## config.mk

```make
export PLATFORM = sky130hd
export DESIGN_NAME = pat_velocity_estimator
export DESIGN_NICKNAME = d
export VERILOG_FILES = /design/src/rtl/pat_velocity_estimator.sv
export SDC_FILE = /design/constraint.sdc
export NUM_CORES = 1
export LEC_CHECK = 0
export CORE_MARGIN = 2
export CORE_UTILIZATION = 40
export CTS_CLUSTER_SIZE = 28
export DETAILED_ROUTE_END_ITERATION = 10
export GPL_ROUTABILITY_DRIVEN = 0
export HOLD_SLACK_MARGIN = 0.06
export PLACE_DENSITY = 0.72
export SETUP_SLACK_MARGIN = 0.02
export SYNTH_ARGS = -nofsm -noshare
export SYNTH_HDL_FRONTEND = slang
export SYNTH_SLANG_ARGS = --single-unit
```

## constraint.sdc

```tcl
create_clock -name clk -period 2.85 [get_ports clk]
set_input_delay 0.57 -clock clk [delete_from_list [all_inputs] [get_ports clk]]
set_output_delay 0.57 -clock clk [all_outputs]
set_load 0.02 [all_outputs]
```

## src/rtl/pat_velocity_estimator.sv

```systemverilog
// pat_velocity_estimator
// Derives the packed paddle velocity word and direction bits from successive
// packed paddle location samples. Each pair of samples yields one vel_valid
// pulse. If no sample arrives for TIMEOUT_CYC cycles, a zero-velocity pulse is
// emitted and the estimator drops its reference sample.
module pat_velocity_estimator #(
    parameter logic [10:0]      MAX_SPEED   = 11'd64,
    parameter int               CNT_W       = 24,
    parameter logic [CNT_W-1:0] TIMEOUT_CYC = 24'd5_000_000
) (
    input  logic        clk,
    input  logic        rst_n,          // active-high despite the name
    input  logic        sample_valid,
    input  logic [21:0] pat_location,
    output logic [31:0] pat_velocity,
    output logic        direction_x,
    output logic        direction_y,
    output logic        vel_valid,
    output logic        sample_overrun
);

    typedef enum logic [1:0] {
        S_EMPTY   = 2'd0,
        S_ARMED   = 2'd1,
        S_COMPUTE = 2'd2
    } state_t;

    localparam logic [CNT_W-1:0] LP_LAST = TIMEOUT_CYC - CNT_W'(1);

    state_t            r_state;
    state_t            w_state_nxt;
    logic              w_timeout;
    logic [21:0]       r_prev_loc;
    logic [21:0]       r_cur_loc;
    logic [CNT_W-1:0]  r_cnt;
    logic [31:0]       r_vel;
    logic              r_dir_x;
    logic              r_dir_y;
    logic              r_vel_valid;
    logic              r_overrun;

    logic signed [11:0] w_dx;
    logic signed [11:0] w_dy;
    logic [10:0]        w_mag_x;
    logic [10:0]        w_mag_y;

    // Absolute value of a signed delta, clamped to MAX_SPEED. Inputs are
    // differences of 11-bit unsigned values, so -2048 never occurs.
    function automatic logic [10:0] sat_mag(input logic signed [11:0] d);
        logic [11:0] a;
        a = (d < 0) ? 12'(-d) : 12'(d);
        if (a > {1'b0, MAX_SPEED})
            return MAX_SPEED;
        return a[10:0];
    endfunction

    // True signed differences; no modular wrap of screen coordinates.
    assign w_dx    = $signed({1'b0, r_cur_loc[21:11]}) - $signed({1'b0, r_prev_loc[21:11]});
    assign w_dy    = $signed({1'b0, r_cur_loc[10:0]})  - $signed({1'b0, r_prev_loc[10:0]});
    assign w_mag_x = sat_mag(w_dx);
    assign w_mag_y = sat_mag(w_dy);

    // State register.
    always_ff @(posedge clk or posedge rst_n) begin
        if (rst_n)
            r_state <= S_EMPTY;
        else
            r_state <= w_state_nxt;
    end

    // Next-state logic; a sample in ARMED takes priority over the timeout.
    always_comb begin
        w_state_nxt = r_state;
        w_timeout   = 1'b0;
        case (r_state)
            S_EMPTY: begin
                if (sample_valid)
                    w_state_nxt = S_ARMED;
            end
            S_ARMED: begin
                if (sample_valid) begin
                    w_state_nxt = S_COMPUTE;
                end else if (r_cnt == LP_LAST) begin
                    w_state_nxt = S_EMPTY;
                    w_timeout   = 1'b1;
                end
            end
            S_COMPUTE: begin
                w_state_nxt = S_ARMED;
            end
            default: begin
                w_state_nxt = S_EMPTY;
            end
        endcase
    end

    // Sample capture, timeout counting and registered outputs.
    always_ff @(posedge clk or posedge rst_n) begin
        if (rst_n) begin
            r_prev_loc  <= '0;
            r_cur_loc   <= '0;
            r_cnt       <= '0;
            r_vel       <= '0;
            r_dir_x     <= 1'b0;
            r_dir_y     <= 1'b0;
            r_vel_valid <= 1'b0;
            r_overrun   <= 1'b0;
        end else begin
            r_vel_valid <= 1'b0;
            case (r_state)
                S_EMPTY: begin
                    if (sample_valid) begin
                        r_prev_loc <= pat_location;
                        r_cnt      <= '0;
                    end
                end
                S_ARMED: begin
                    if (sample_valid) begin
                        r_cur_loc <= pat_location;
                        r_cnt     <= '0;
                    end else if (w_timeout) begin
                        r_cnt       <= '0;
                        r_vel       <= '0;
                        r_vel_valid <= 1'b1;
                    end else begin
                        r_cnt <= r_cnt + CNT_W'(1);
                    end
                end
                S_COMPUTE: begin
                    r_vel       <= {1'b0, w_mag_x, 5'b0, w_mag_y, 4'b0};
                    r_vel_valid <= 1'b1;
                    r_prev_loc  <= r_cur_loc;
                    if (w_dx > 0)
                        r_dir_x <= 1'b1;
                    else if (w_dx < 0)
                        r_dir_x <= 1'b0;
                    // y grows downward on screen, so a shrinking y means "up".
                    if (w_dy < 0)
                        r_dir_y <= 1'b1;
                    else if (w_dy > 0)
                        r_dir_y <= 1'b0;
                    if (sample_valid)
                        r_overrun <= 1'b1;
                end
                default: begin
                    r_cnt <= '0;
                end
            endcase
        end
    end

    assign pat_velocity   = r_vel;
    assign direction_x    = r_dir_x;
    assign direction_y    = r_dir_y;
    assign vel_valid      = r_vel_valid;
    assign sample_overrun = r_overrun;

endmodule

```

After elaboration in Yosys (flattened, before gate mapping)
Cells that the tools add are included.
- bitwise logic cells: 1
- add/sub/neg operators: 5
- equality and inequality tests: 7
- reduce and logical (&&, ||, !) cells: 13
- magnitude comparators: 6
- div/mod/pow operators: 0
- shift-type cells: 0
- $mul: 0
- mux-type cells: 31
- operators by type and width (operator ; count):
    24-bit two-way mux ; 3
    24-bit case mux with 3 select lines ; 1
    32-bit two-way mux ; 2
    32-bit case mux with 2 select lines ; 1
    11-bit two-way mux ; 4
    22-bit case mux with 2 select lines ; 1
    24-bit by 1-bit adder with 24-bit output, second input constant ; 1
    24-bit by 23-bit equality test with 1-bit output, second input constant ; 1
    12-bit by 1-bit > comparator with 1-bit output, second input constant ; 2
    12-bit by 7-bit > comparator with 1-bit output, second input constant ; 2
    12-bit by 1-bit less-than comparator with 1-bit output, second input constant ; 2
    12-bit two-way mux ; 2
    12-bit negation ; 2
    11-bit by 11-bit subtractor with 12-bit output ; 2
    22-bit two-way mux ; 1
    2-bit AND reduction ; 7
    1-bit two-way mux ; 11
    2-bit nonzero test ; 4
    2-bit two-way mux ; 3
    2-bit inequality test, second input constant ; 3
    2-bit case mux with 3 select lines ; 1
    3-bit inequality test, second input constant ; 1
    3-bit AND reduction ; 1
    2-bit by 1-bit equality test with 1-bit output, second input constant ; 1
    4 further kinds ; 4
- memories: 0
- ROM bits: 0
- RAM bits: 0
- input port bits: 25
- logic and storage cells: 72
- output and inout bits: 36
- bits in latches: 0
- flip-flop bits (word level): 106

Logic depth before layout (Yosys ltp)
Gate-level depths: netlist (run 1).
- word-level depth: 7
- mapped depth: 14
- depth with buffers taken out: 14

Least setup slack after synthesis (run 1)
OpenSTA, ideal clock, no wires.
- path kind: register -> register
- start point: register r_cur_loc[0]
- end point: register r_vel[5], in the netlist pat_velocity[5]
- arrival: 2.911 ns
- setup time: 0.066 ns
- data required time: 2.784 ns
- clock period less this slack: 2.977 ns
- cell stages (with the launch flop): 15
- setup slack: -0.127 ns
- buffers on the path: 0
- cells stage by stage: dfrtp_1 > inv_1 > ha_1 > inv_1 > fa_1 > inv_1 > ha_1 > nand3b_1 > mux2_2 > or2_0 > a311o_1 > o22ai_1 > a31oi_1 > and4bb_4 > a22o_1
- cells in the longest elaborated chain, start to end: 7
- elaborated cells on any way between the ends: 8
- classes of those cells: 2 x add/sub; 2 x order compare; 4 x mux
- RTL lines (what ; line ; text):
    from (decl) ; 34 ; logic [21:0] r_cur_loc;
    from (signal assigned) ; 119 ; r_cur_loc <= pat_location;
    11-bit by 11-bit subtractor with 12-bit output * ; 59 ; assign w_dy = $signed({1'b0, r_cur_loc[10:0]}) - $signed({1'b0, r_prev_loc[10:0]});
    12-bit negation / 12-bit by 1-bit less-than comparator with 1-bit output (equally long branches) ; 51 ; a = (d < 0) ? 12'(-d) : 12'(d);
    12-bit two-way mux * ; 51 ;
    12-bit by 7-bit > comparator with 1-bit output ; 52 ; if (a > {1'b0, MAX_SPEED})
    1-bit two-way mux ; 52 ;
    11-bit two-way mux * ; 54 ; return a[10:0];
    32-bit case mux with 2 select lines * ; 110 ; case (r_state)
    to (signal assigned) ; 130 ; r_vel <= {1'b0, w_mag_x, 5'b0, w_mag_y, 4'b0};
    to (decl) ; 36 ; logic [31:0] r_vel;
Every way passes the cells marked *; elsewhere a longest branch is shown, timed or not.
A chain may end at the register's enable or synchronous reset.

Worst setup path in the final report (run 1)
- start point: register r_prev_loc[11]
- end point: register r_vel[20], in the netlist pat_velocity[20]
- cells in the longest elaborated chain, start to end: 7
- elaborated cells on any way between the ends: 8
- classes of those cells: 2 x add/sub; 2 x order compare; 4 x mux
- RTL lines (what ; line ; text):
    from (decl) ; 33 ; logic [21:0] r_prev_loc;
    from (signal assigned) ; 113 ; r_prev_loc <= pat_location;
    from (signal assigned) ; 132 ; r_prev_loc <= r_cur_loc;
    11-bit by 11-bit subtractor with 12-bit output * ; 58 ; assign w_dx = $signed({1'b0, r_cur_loc[21:11]}) - $signed({1'b0, r_prev_loc[21:11]});
    12-bit negation / 12-bit by 1-bit less-than comparator with 1-bit output (equally long branches) ; 51 ;
    12-bit two-way mux * ; 51 ;
    12-bit by 7-bit > comparator with 1-bit output ; 52 ;
    1-bit two-way mux ; 52 ;
    11-bit two-way mux * ; 54 ;
    32-bit case mux with 2 select lines * ; 110 ;
Marked as above.

==> metrics, run 1 <==
Rows 45; 1st-pass router iterations 4; vias 4956; Worst Skew 0.007561 ns; Die Ht 128.8 um; Synth Flop Type dfrtp_1; WL/cell 13.91 um; antenna fix cells 0; Hold Path Stages 2; max incr delay on CP 0.41 ns; Synth warnings 0; final setup margin -0.06747 ns; first-pass GRT wire length 22580 um; area of the core 15200 um^2; DRT antenna net count 0; post-synthesis area per instance 9.592 um^2; Hold Buf Count CTS 0; Post-synth EDFFs 0; layout cells sized above 1 23.00%; worst r2r path cells 12; area grow syn2layout 26.21%; Slew HR 56.96%; number of synthesized register bits 96; setup TNS -0.6603 ns; nets 815; unrepaired setup endpoints after global routing true; initial antenna violation count 0; full die area 16600 um^2; TritonCTS clock tree yes; clk_lat worst skew 0.35 ns; post-DP HPWL 9651 um; Netlist Area Pre-Place 6235 um^2; final setup fails 11; Buf/Inv on CP 1; top cells by area, synth dfrtp_1 39%, ha_1 6.0%, mux2_2 4.2%, mux2i_1 4.0%, nand2_1 3.9%; cell taking the most area after synthesis dfrtp_1; Setup CP Type register to register; CTS Buf Count 9; Die X-Extent 128.8 um; most frequent cells in the layout 96 x dfrtp_1, 68 x buf_4, 65 x nand2_1; GRT overflow 0; DRT iter0 DRCs 222; Post-route DRC 0; CP top delay family compound AO/OA/AOI/OAI gates; io pins 61; crit path max fanout 6; failing checks negative setup slack; Synth top area share 38.53%; Post-Syn Instances 650; worst path required time 3.13 ns; drt via density 5.222; I/O Buffers 50; Initial Util 41.01%; worst hold path class register to register; final WL 13200 um; Worst-path clk slew 0.06 ns; H-tree depth 3; register area share after synthesis 38.53%; f_max 342.8 MHz; FFs w/ async S/R, synth 100.0%; MaxCap Viol Count 0; max-slew violations 0; total track usage 16.81%; clock buffer depth 2; outcome complete, but fails checks; commonest non-fill, non-tap cell in the layout dfrtp_1; fin crit share 102.4%; crit end category register; CP max-delay cell dfrtp_1; Util after Layout 51.76%; clock sink count 96; Netlist cell types 84; crit path launch type register; cells along the critical path ha_4 -> fa_2 -> nand2b_4 -> a21o_1 -> a21oi_2 -> xnor2_2 -> buf_4 -> a21oi_1 -> o2111ai_1 -> a221oi_2 -> nand3_2 -> o21ai_1; final hold viol count 0; Slew @ Worst Pin 0.6412 ns; Clock Tree Root clkbuf_16; Worst Path Arrival 3.19 ns; largest net degree at the start of global routing 97; Worst Hold Slack 0.4739 ns; Levels on crit path 12; post-layout min period 2.917 ns; vias in the first global route 4839
cells in the mapped netlist, types with 5 or more instances:
| cell type | number |
|---|---|
| nor3_1 | 9 |
| buf_4 | 11 |
| nand2b_1 | 8 |
| a31oi_1 | 6 |
| a22o_1 | 7 |
| mux2i_1 | 25 |
| a21o_1 | 9 |
| nor2b_1 | 5 |
| ha_1 | 30 |
| and3_1 | 7 |
| o31ai_1 | 5 |
| o21ai_1 | 10 |
| dfrtp_1 | 96 |
| clkbuf_1 | 10 |
| xor2_1 | 17 |
| and2_1 | 13 |
| mux2_2 | 23 |
| nor2_1 | 48 |
| o21ai_0 | 42 |
| a21oi_1 | 20 |
| nand2_1 | 65 |
| inv_1 | 35 |
| o21a_1 | 5 |
| nand3_1 | 17 |
| xnor2_1 | 27 |
sequential cells by signal, indices dropped and copies added (netlist names):
name            cells
r_state             2
direction_x         1
sample_overrun      1
pat_velocity       22
r_prev_loc         22
direction_y         1
r_cur_loc          22
r_cnt              24
vel_valid           1
metrics by stage:
stage               std cells  setup WS [ns]  area, um^2
finish                    949       -0.06747        7869
global route              949        -0.2255        7869
CTS                       947       -0.05550        7757
detailed placement        928        -0.1331        7358
global placement          928       -0.05578        7358
floorplan                 659        0.02577        6315
worst register-to-register path: stages, from the launching register on:
cell       delay (ns)
dfrtp_1          0.41
ha_4             0.18
fa_2             0.34
nand2b_4         0.16
a21o_1           0.19
a21oi_2          0.24
xnor2_2          0.13
buf_4            0.16
a21oi_1          0.17
o2111ai_1        0.17
a221oi_2         0.35
nand3_2          0.20
o21ai_1          0.16
per-layer routing:
metal	GRT usage (%)	share of wire (%)
met5	0	0
met4	5.307	1.3
met3	3.534	3.2
met2	26.70	46
met1	23.10	49
layout make-up:
type                    instances  area, um^2
fillers                      1355        7333
multi-input cells             496        3751
flip-flops and latches         96        2402
repair buffers                119        1031
clock buffers                  11       242.7
well taps                     188       235.2
inverters                      36       138.9
clock inverters                 3       67.56
what timing repair did:
action / CTS / global route
gates resized for setup: 11 / 19
buffers inserted: 5 / 2
setup endpoints to repair: 15 / 15
pin swaps: 21 / 16
path summary, 6_finish.rpt:
kind	startpoint	to	slack, ns
worst min-delay path	pat_velocity[23]	pat_velocity[23]	0.47
worst max-delay path	r_prev_loc[11]	pat_velocity[20]	-0.07
max in group asynchronous	rst_n	r_cur_loc[17]	1.76
min in group asynchronous	rst_n	pat_velocity[30]	0.71
worst max register to register	r_prev_loc[11]	pat_velocity[20]	-0.07
worst min register to register	pat_velocity[23]	pat_velocity[23]	0.47
kinds of logic (layout without fill, tap and decap cells):
group / after synthesis / after routing / synth area share, %
fa+ha+maj: 32 / 32 / 6.663
simple gates: 210 / 210 / 17.64
compound gates: 149 / 149 / 16.92
other cells: 1 / 10 / 0.06015
buf+inv: 67 / 169 / 5.138
xor+xnor: 46 / 46 / 6.703
mux: 49 / 49 / 8.348
flops: 96 / 96 / 38.53
Power of run 1 is left out: the tool's default activity adds up to more than one toggle a clock period on the data nets, which glitch-free logic cannot reach.
==> run 2: changes to the inputs <==
ABC_CLOCK_PERIOD_IN_PS = 2850   (was unset)
SLEW_MARGIN = 20   (was unset)
==> results of run 2 <==
Final layout, timing and power as in run 1 (identical DEF).
Power of run 2 is left out for the same reason.
